### src/rtl/seq_detector_param.sv
// seq_detector_param: parametrised serial bit-sequence detector.
// Pattern width and reset pattern are parameters; the pattern can be reloaded
// at run time. MOORE selects combinational (0) or registered (1) match timing.
// Overlapping detection is selected per consumed bit by the overlap input.
// Optional feature macro: SEQDET_COUNT_EN adds a saturating match counter
// driven out on match_count (CNT_W bits wide).
module seq_detector_param #(
    parameter int                   PATTERN_W = 4,
    parameter logic [PATTERN_W-1:0] PATTERN   = 4'b0101,
    parameter int                   MOORE     = 0,
    parameter int                   CNT_W     = 8
) (
    input  logic                 clk,
    input  logic                 reset,
    input  logic                 x,
    input  logic                 x_valid,
    input  logic                 overlap,
    input  logic                 pat_load,
    input  logic [PATTERN_W-1:0] pat_in,
`ifdef SEQDET_COUNT_EN
    output logic [CNT_W-1:0]     match_count,
`endif
    output logic                 match
);

    localparam int                FILL_W   = $clog2(PATTERN_W + 1);
    localparam logic [FILL_W-1:0] FILL_MAX = FILL_W'(PATTERN_W);
    localparam logic [FILL_W-1:0] FILL_ARM = FILL_W'(PATTERN_W - 1);

    // Reject out-of-range configurations at elaboration time.
    if (PATTERN_W < 2 || PATTERN_W > 16 || CNT_W < 1) begin : g_bad_param
        $error("seq_detector_param: illegal PATTERN_W or CNT_W");
    end

    // Saturating increment of the fill counter, capped at PATTERN_W.
    function automatic logic [FILL_W-1:0] fill_inc(input logic [FILL_W-1:0] f);
        return (f >= FILL_MAX) ? FILL_MAX : f + 1'b1;
    endfunction

    logic [PATTERN_W-1:0] r_pat;
    // Only the newest PATTERN_W-1 received bits can ever reach the window,
    // so the oldest history bit is not stored.
    logic [PATTERN_W-2:0] r_hist;
    logic [FILL_W-1:0]    r_fill;
    logic                 r_match_q;
    logic [PATTERN_W-1:0] w_window;
    logic                 w_hit;

    assign w_window = {r_hist, x};

    // A hit needs a consumed bit, a full window of fresh bits, and no
    // competing reset or reload (both discard the current bit).
    assign w_hit = x_valid & ~pat_load & ~reset &
                   (w_window == r_pat) & (r_fill >= FILL_ARM);

    // Pattern, history and fill tracking.
    always_ff @(posedge clk) begin
        if (reset) begin
            r_pat  <= PATTERN;
            r_hist <= '0;
            r_fill <= '0;
        end else if (pat_load) begin
            r_pat  <= pat_in;
            r_hist <= '0;
            r_fill <= '0;
        end else if (x_valid) begin
            r_hist <= w_window[PATTERN_W-2:0];
            if (w_hit && !overlap) begin
                r_fill <= '0;
            end else begin
                r_fill <= fill_inc(r_fill);
            end
        end
    end

    // Registered match for Moore timing; holds across stalled cycles.
    always_ff @(posedge clk) begin
        if (reset || pat_load) begin
            r_match_q <= 1'b0;
        end else if (x_valid) begin
            r_match_q <= w_hit;
        end
    end

    // Output select; reset forces the output low in its own cycle.
    always_comb begin
        match = 1'b0;
        if (!reset) begin
            match = (MOORE != 0) ? r_match_q : w_hit;
        end
    end

`ifdef SEQDET_COUNT_EN
    logic [CNT_W-1:0] r_cnt;

    // Saturating increment of the match counter; never wraps.
    function automatic logic [CNT_W-1:0] cnt_sat_inc(input logic [CNT_W-1:0] c);
        return (&c) ? c : c + 1'b1;
    endfunction

    // Match counter: cleared only by reset, bumped on every hit.
    always_ff @(posedge clk) begin
        if (reset) begin
            r_cnt <= '0;
        end else if (w_hit) begin
            r_cnt <= cnt_sat_inc(r_cnt);
        end
    end

    assign match_count = r_cnt;
`endif

endmodule

### config.mk
export PLATFORM = sky130hd
export DESIGN_NAME = seq_detector_param
export DESIGN_NICKNAME = d
export VERILOG_FILES = /design/src/rtl/seq_detector_param.sv
export SDC_FILE = /design/constraint.sdc
export NUM_CORES = 1
export LEC_CHECK = 0
export CAP_MARGIN = 20
export CORE_AREA = 2 2 39 41
export DETAILED_ROUTE_END_ITERATION = 10
export DIE_AREA = 0 0 41 43
export SLEW_MARGIN = 15
export SYNTH_ARGS = -nofsm -noshare
export SYNTH_HDL_FRONTEND = slang
export SYNTH_SLANG_ARGS = --single-unit
### constraint.sdc
create_clock -name clk -period 2.6 [get_ports clk]
set_input_delay 0.26 -clock clk [delete_from_list [all_inputs] [get_ports clk]]
set_output_delay 0.26 -clock clk [all_outputs]
set_load 0.02 [all_outputs]
* Word-level counts from Yosys, hierarchy flattened
Index checks and enable logic that the tools add are counted.
** Word-level totals
- Flip-flop bits (word level) :: 10
- Word-level logic and storage cells :: 19
- Input bits :: 10
** Cells by class
- Order comparisons :: 2
- $add $sub $neg :: 1
- Reduce and logical (&&, ||, !) cells :: 3
- Eq/ne operators :: 1
- Bitwise gates (word level) :: 6
- Muxes and demuxes :: 3
** Operators with widths (number)
- 3-bit 2-to-1 mux :: 2
- 1-bit AND :: 4
- 4-bit equality test :: 1
- 3-bit by 1-bit adder with 3-bit output, second input constant :: 1
- 3-bit by 2-bit greater-or-equal comparator with 1-bit output, second input constant :: 1
- 3-bit greater-or-equal comparator, second input constant :: 1
- 1-bit inverter :: 2
- 2-bit OR reduction :: 1
- 1-bit logical AND :: 1
- 1-bit zero test :: 1
- 1-bit 2-to-1 mux :: 1

* Depth between registers and ports, before layout
- Word-level depth :: 7
- Depth in mapped cells :: 6
- Gate-level depth less buffers :: 6

* Least setup slack after synthesis
No wires, ideal clock.
- Path type :: reg2out
- From :: register r_fill[0]
- To :: output port match
- Path slack :: 1.079 ns
- Required time :: 2.340 ns
- Data arrival time :: 1.261 ns
- Cell stages (with the launch flop) :: 6
- Path through :: dfxtp_1 -> ha_1 -> ha_1 -> a211o_1 -> nand4_1 -> nor3_1
** On the way
- Cells in the longest elaborated chain, start to end :: 3
** Ends and longest elaborated chain
- start: declaration :: RTL line 44 : logic [FILL_W-1:0] r_fill;
- start signal: assignment :: RTL line 71 : r_fill <= fill_inc(r_fill);
- 3-bit by 2-bit greater-or-equal comparator with 1-bit output :: RTL line 54 : (w_window == r_pat) & (r_fill >= FILL_ARM);
- 1-bit AND :: RTL line 54
- 1-bit 2-to-1 mux :: RTL line 88 : if (!reset) begin
- end: declaration :: RTL line 23 : output logic match
No other way between the ends.

* Worst setup path after layout
Ends and elaborated chain as after synthesis.

==> summary.md <==
| Metric | Value |
|---|---|
| Fillers | 139 |
| First-pass GRT wire length | 1.45 mm |
| Worst reg2reg path startpoint | r_fill[0] |
| Routability cong. | 0.703 |
| # rows | 14 |
| DRT Pass-1 Iters | 4 |
| Clock share of power | 40.6% |
| ANT nets after route | 0 |
| Final Max Slew Viols | 0 |
| CP max stage cell | clkdlybuf4s50_1 |
| Clock-pin slew on the worst setup and hold paths | 0.07 ns |
| Slew @ Worst Pin | 0.385 ns |
| Top FF cell, synth | dfxtp_1 |
| Core Footprint | 1380 um2 |
| Tmin final | 2.21 ns |
| Die width | 41 um |
| Worst setup EP type | primary output |
| NetSw | 0.0752 mW |
| Die height | 43 um |
| Worst path cell trace | ha_1, ha_1, a211o_1, nand4_1, nor3_1, clkdlybuf4s50_1 |
| Worst setup path end | match |
| CP dominant cell by count | ha_1 |
| Register Area | 200 um2 |
| Crit path from | r_fill[0] |
| Total gr overflow | 0 |
| Post-synth EDFFs | 0 |
| DRT iter0 DRCs | 4 |
| Reg2Reg Depth | 6 |
| IR drop worst, VDD | 0.305 mV |
| Layout cells sized above 1 | 19.0% |
| Clk_lat worst skew | 0.26 ns |
| Worst path depth | 6 |
| GRT Resource Usage Total | 12.7% |
| Internal power | 0.270 mW |
| YS warnings | 0 |
| Setup Total Neg Slack | 0 ns |
| Post-synthesis sequential area ratio | 39.5% |
| Setup Fix Bufs, Post-CTS | 0 |
| Hold Vio Cnt, Final | 0 |
| Arrival time worst endpoint | 1.95 ns |
| H-tree Lvls | 1 |
| Type of the worst setup path | flip-flop to primary output |
| Initial antenna violation count | 0 |
| Status | finished clean |
| Multi-input gate area | 274 um2 |
| Max Cap Viol | 0 |
| Post-synthesis register bit count | 10 |
| Setup Slack @ Placement | 0.495 ns |
| Highest net fanout along the worst path | 3 |
| Post-Synthesis Cell Area | 507 um2 |
| CP Data Required Time | 2.34 ns |
| Root Buffer | clkbuf_4 |
| Leakage power figure | 0.259 nW |
| Tot Pwr | 0.345 mW |
| CTS tree | yes |
| Placed insts | 75 |
| Max incr delay on CP | 0.64 ns |
| Mapped Avg Cell Area | 10.1 um2 |
| Type of origin of the critical path | flip-flop |
| Layout area overhead | 29.6% |
| DRT Wirelength | 856 um |
| Synth Instances | 50 |
| Starting Density | 36.6% |
| Top Ports | 11 |
| Final Cycle Share | 85.1% |
| Clock Tree Buf Depth | 2 |
| Antenna diodes | 0 |
| R2R Setup Slk | 1.12 ns |
| PostCTS Resize Cnt | 0 |
| RSZ-0062 raised after global routing | false |
| Vias in the first global route | 352 |
| Reg2reg end | r_fill[2] |
| Syn_nets | 63 |
| WP buf/inv | 1 |
| Num CTS Buffers | 3 |
| Clk_skew | 0.00130 ns |
| Max Freq | 0.452 GHz |
| Input/output buffers | 10 |
| Final nets | 77 |
| Setup slack after layout | 0.386 ns |
| Largest net degree at the start of global routing | 10 |
| P per Cell Area | 525 nW/um2 |
| Async S/R FF share, synth | 0% |
| Via density | 4.86 |
| Drt drc | 0 |
| Hold wc startpoint | r_pat[3] |
| Hold Crit Class | flip-flop to flip-flop |
| Count of clock tree sinks | 10 |
| Post-Layout Cell Count | 79 |
| Routed len/inst | 10.8 um |
| Via count | 384 |
| Worst rel slew slack | 74.4% |
| Critical path's top delay family | buffers and inverters |
| Sw Ratio | 21.8% |
| Seq pwr share | 47.3% |
| Die Area | 1760 um2 |
| DP HPWL | 677 um |
| Setup violators final | 0 |
| Netlist cell types | 20 |
| Hold_buf cts | 0 |
| Gate power share | 12.1% |
[Yosys cell counts, types with 2 or more instances]
master / n / share of area (%)
dfxtp_1: 10 / 40
xnor2_1: 3 / 5.2
and2b_2: 2 / 3.5
buf_2: 2 / 2.0
inv_1: 3 / 2.2
nor2_1: 6 / 4.4
a211o_2: 2 / 4.0
o32ai_1: 2 / 3.5
mux2i_1: 5 / 9.9
nand4_1: 3 / 3.7
ha_1: 3 / 7.4
[worst min-delay path by stage]
stage           endpoint  slack, ns  depth (start not counted)
2_1_floorplan   r_pat[1]       0.33                          1
3_3_place_gp   r_hist[2]       0.50                          2
3_5_place_dp    r_pat[1]       0.51                          2
4_1_cts         r_pat[1]       0.53                          2
5_1_grt         r_pat[1]       0.57                          2
6_report        r_pat[3]       0.52                          2
[per-layer routing]
metal | share of wire, % | vias to the layer above | track usage (%)
li1 | - | 201 | -
met1 | 48 | 173 | 15.9
met2 | 48 | 10 | 17.5
met3 | 4.1 | 0 | 4.71
met4 | 0 | 0 | 8.00
met5 | 0 | - | 0
[power by group through the flow]
| stage | Sequential [mW] | Clock (mW) | Combinational, mW |
|---|---|---|---|
| 2_1_floorplan | 0.166 | 0 | 0.0242 |
| 3_3_place_gp | 0.167 | 0 | 0.0422 |
| 3_5_place_dp | 0.167 | 0 | 0.0419 |
| 4_1_cts | 0.163 | 0.144 | 0.0420 |
| 5_1_grt | 0.164 | 0.152 | 0.0457 |
| 6_report | 0.163 | 0.140 | 0.0417 |
[worst register-to-register path, stage by stage, from the launching register on]
cell and delay, ns:
dfxtp_1 0.33, ha_1 0.20, ha_1 0.17, a211o_1 0.27, nand4_1 0.11, nor3_2 0.08
a221oi_2 0.25
[cell type report]
cell class                 count  area share, %
clock buffer                   4           5.52
inverter                       3           1.71
multi-input combinational     34           41.7
sequential                    10           30.5
tap                           16           3.05
timing repair buffer          12           17.5
[flip-flops by register name, summed over array words and instances (netlist names)]
name	flops
r_hist	3
r_fill	3
r_pat	4
[layout by cell type, fill, tap and decap left out, types with 2 or more instances in the layout]
cell / instances
clkdlybuf4s50_1: 10
clkbuf_4: 3
and2b_2: 2
ha_1: 3
buf_4: 2
inv_1: 3
xnor2_1: 3
nor2_1: 6
a211o_2: 2
o32ai_1: 2
mux2i_1: 5
nand4_1: 3
dfxtp_1: 10
[metrics by stage]
stage	instance area, um2	util, %	hold WS, ns
final	657	47.5	0.524
after global routing	657	47.5	0.566
after CTS	657	47.5	0.531
after detailed placement	621	44.8	0.512
after global placement	621	44.8	0.501
after floorplan	507	-	0.332
[cells by family after synthesis]
kind of cell / synth area share [%]
DFF: 39.5
xor gates and xnor gates: 6.91
muxes: 9.88
adders and majority gates: 7.41
buffers and inverters: 6.42
and+or+nand+nor: 17.8
AOI/OAI and AO/OA: 12.1
(Power assumes the default switching activity.)
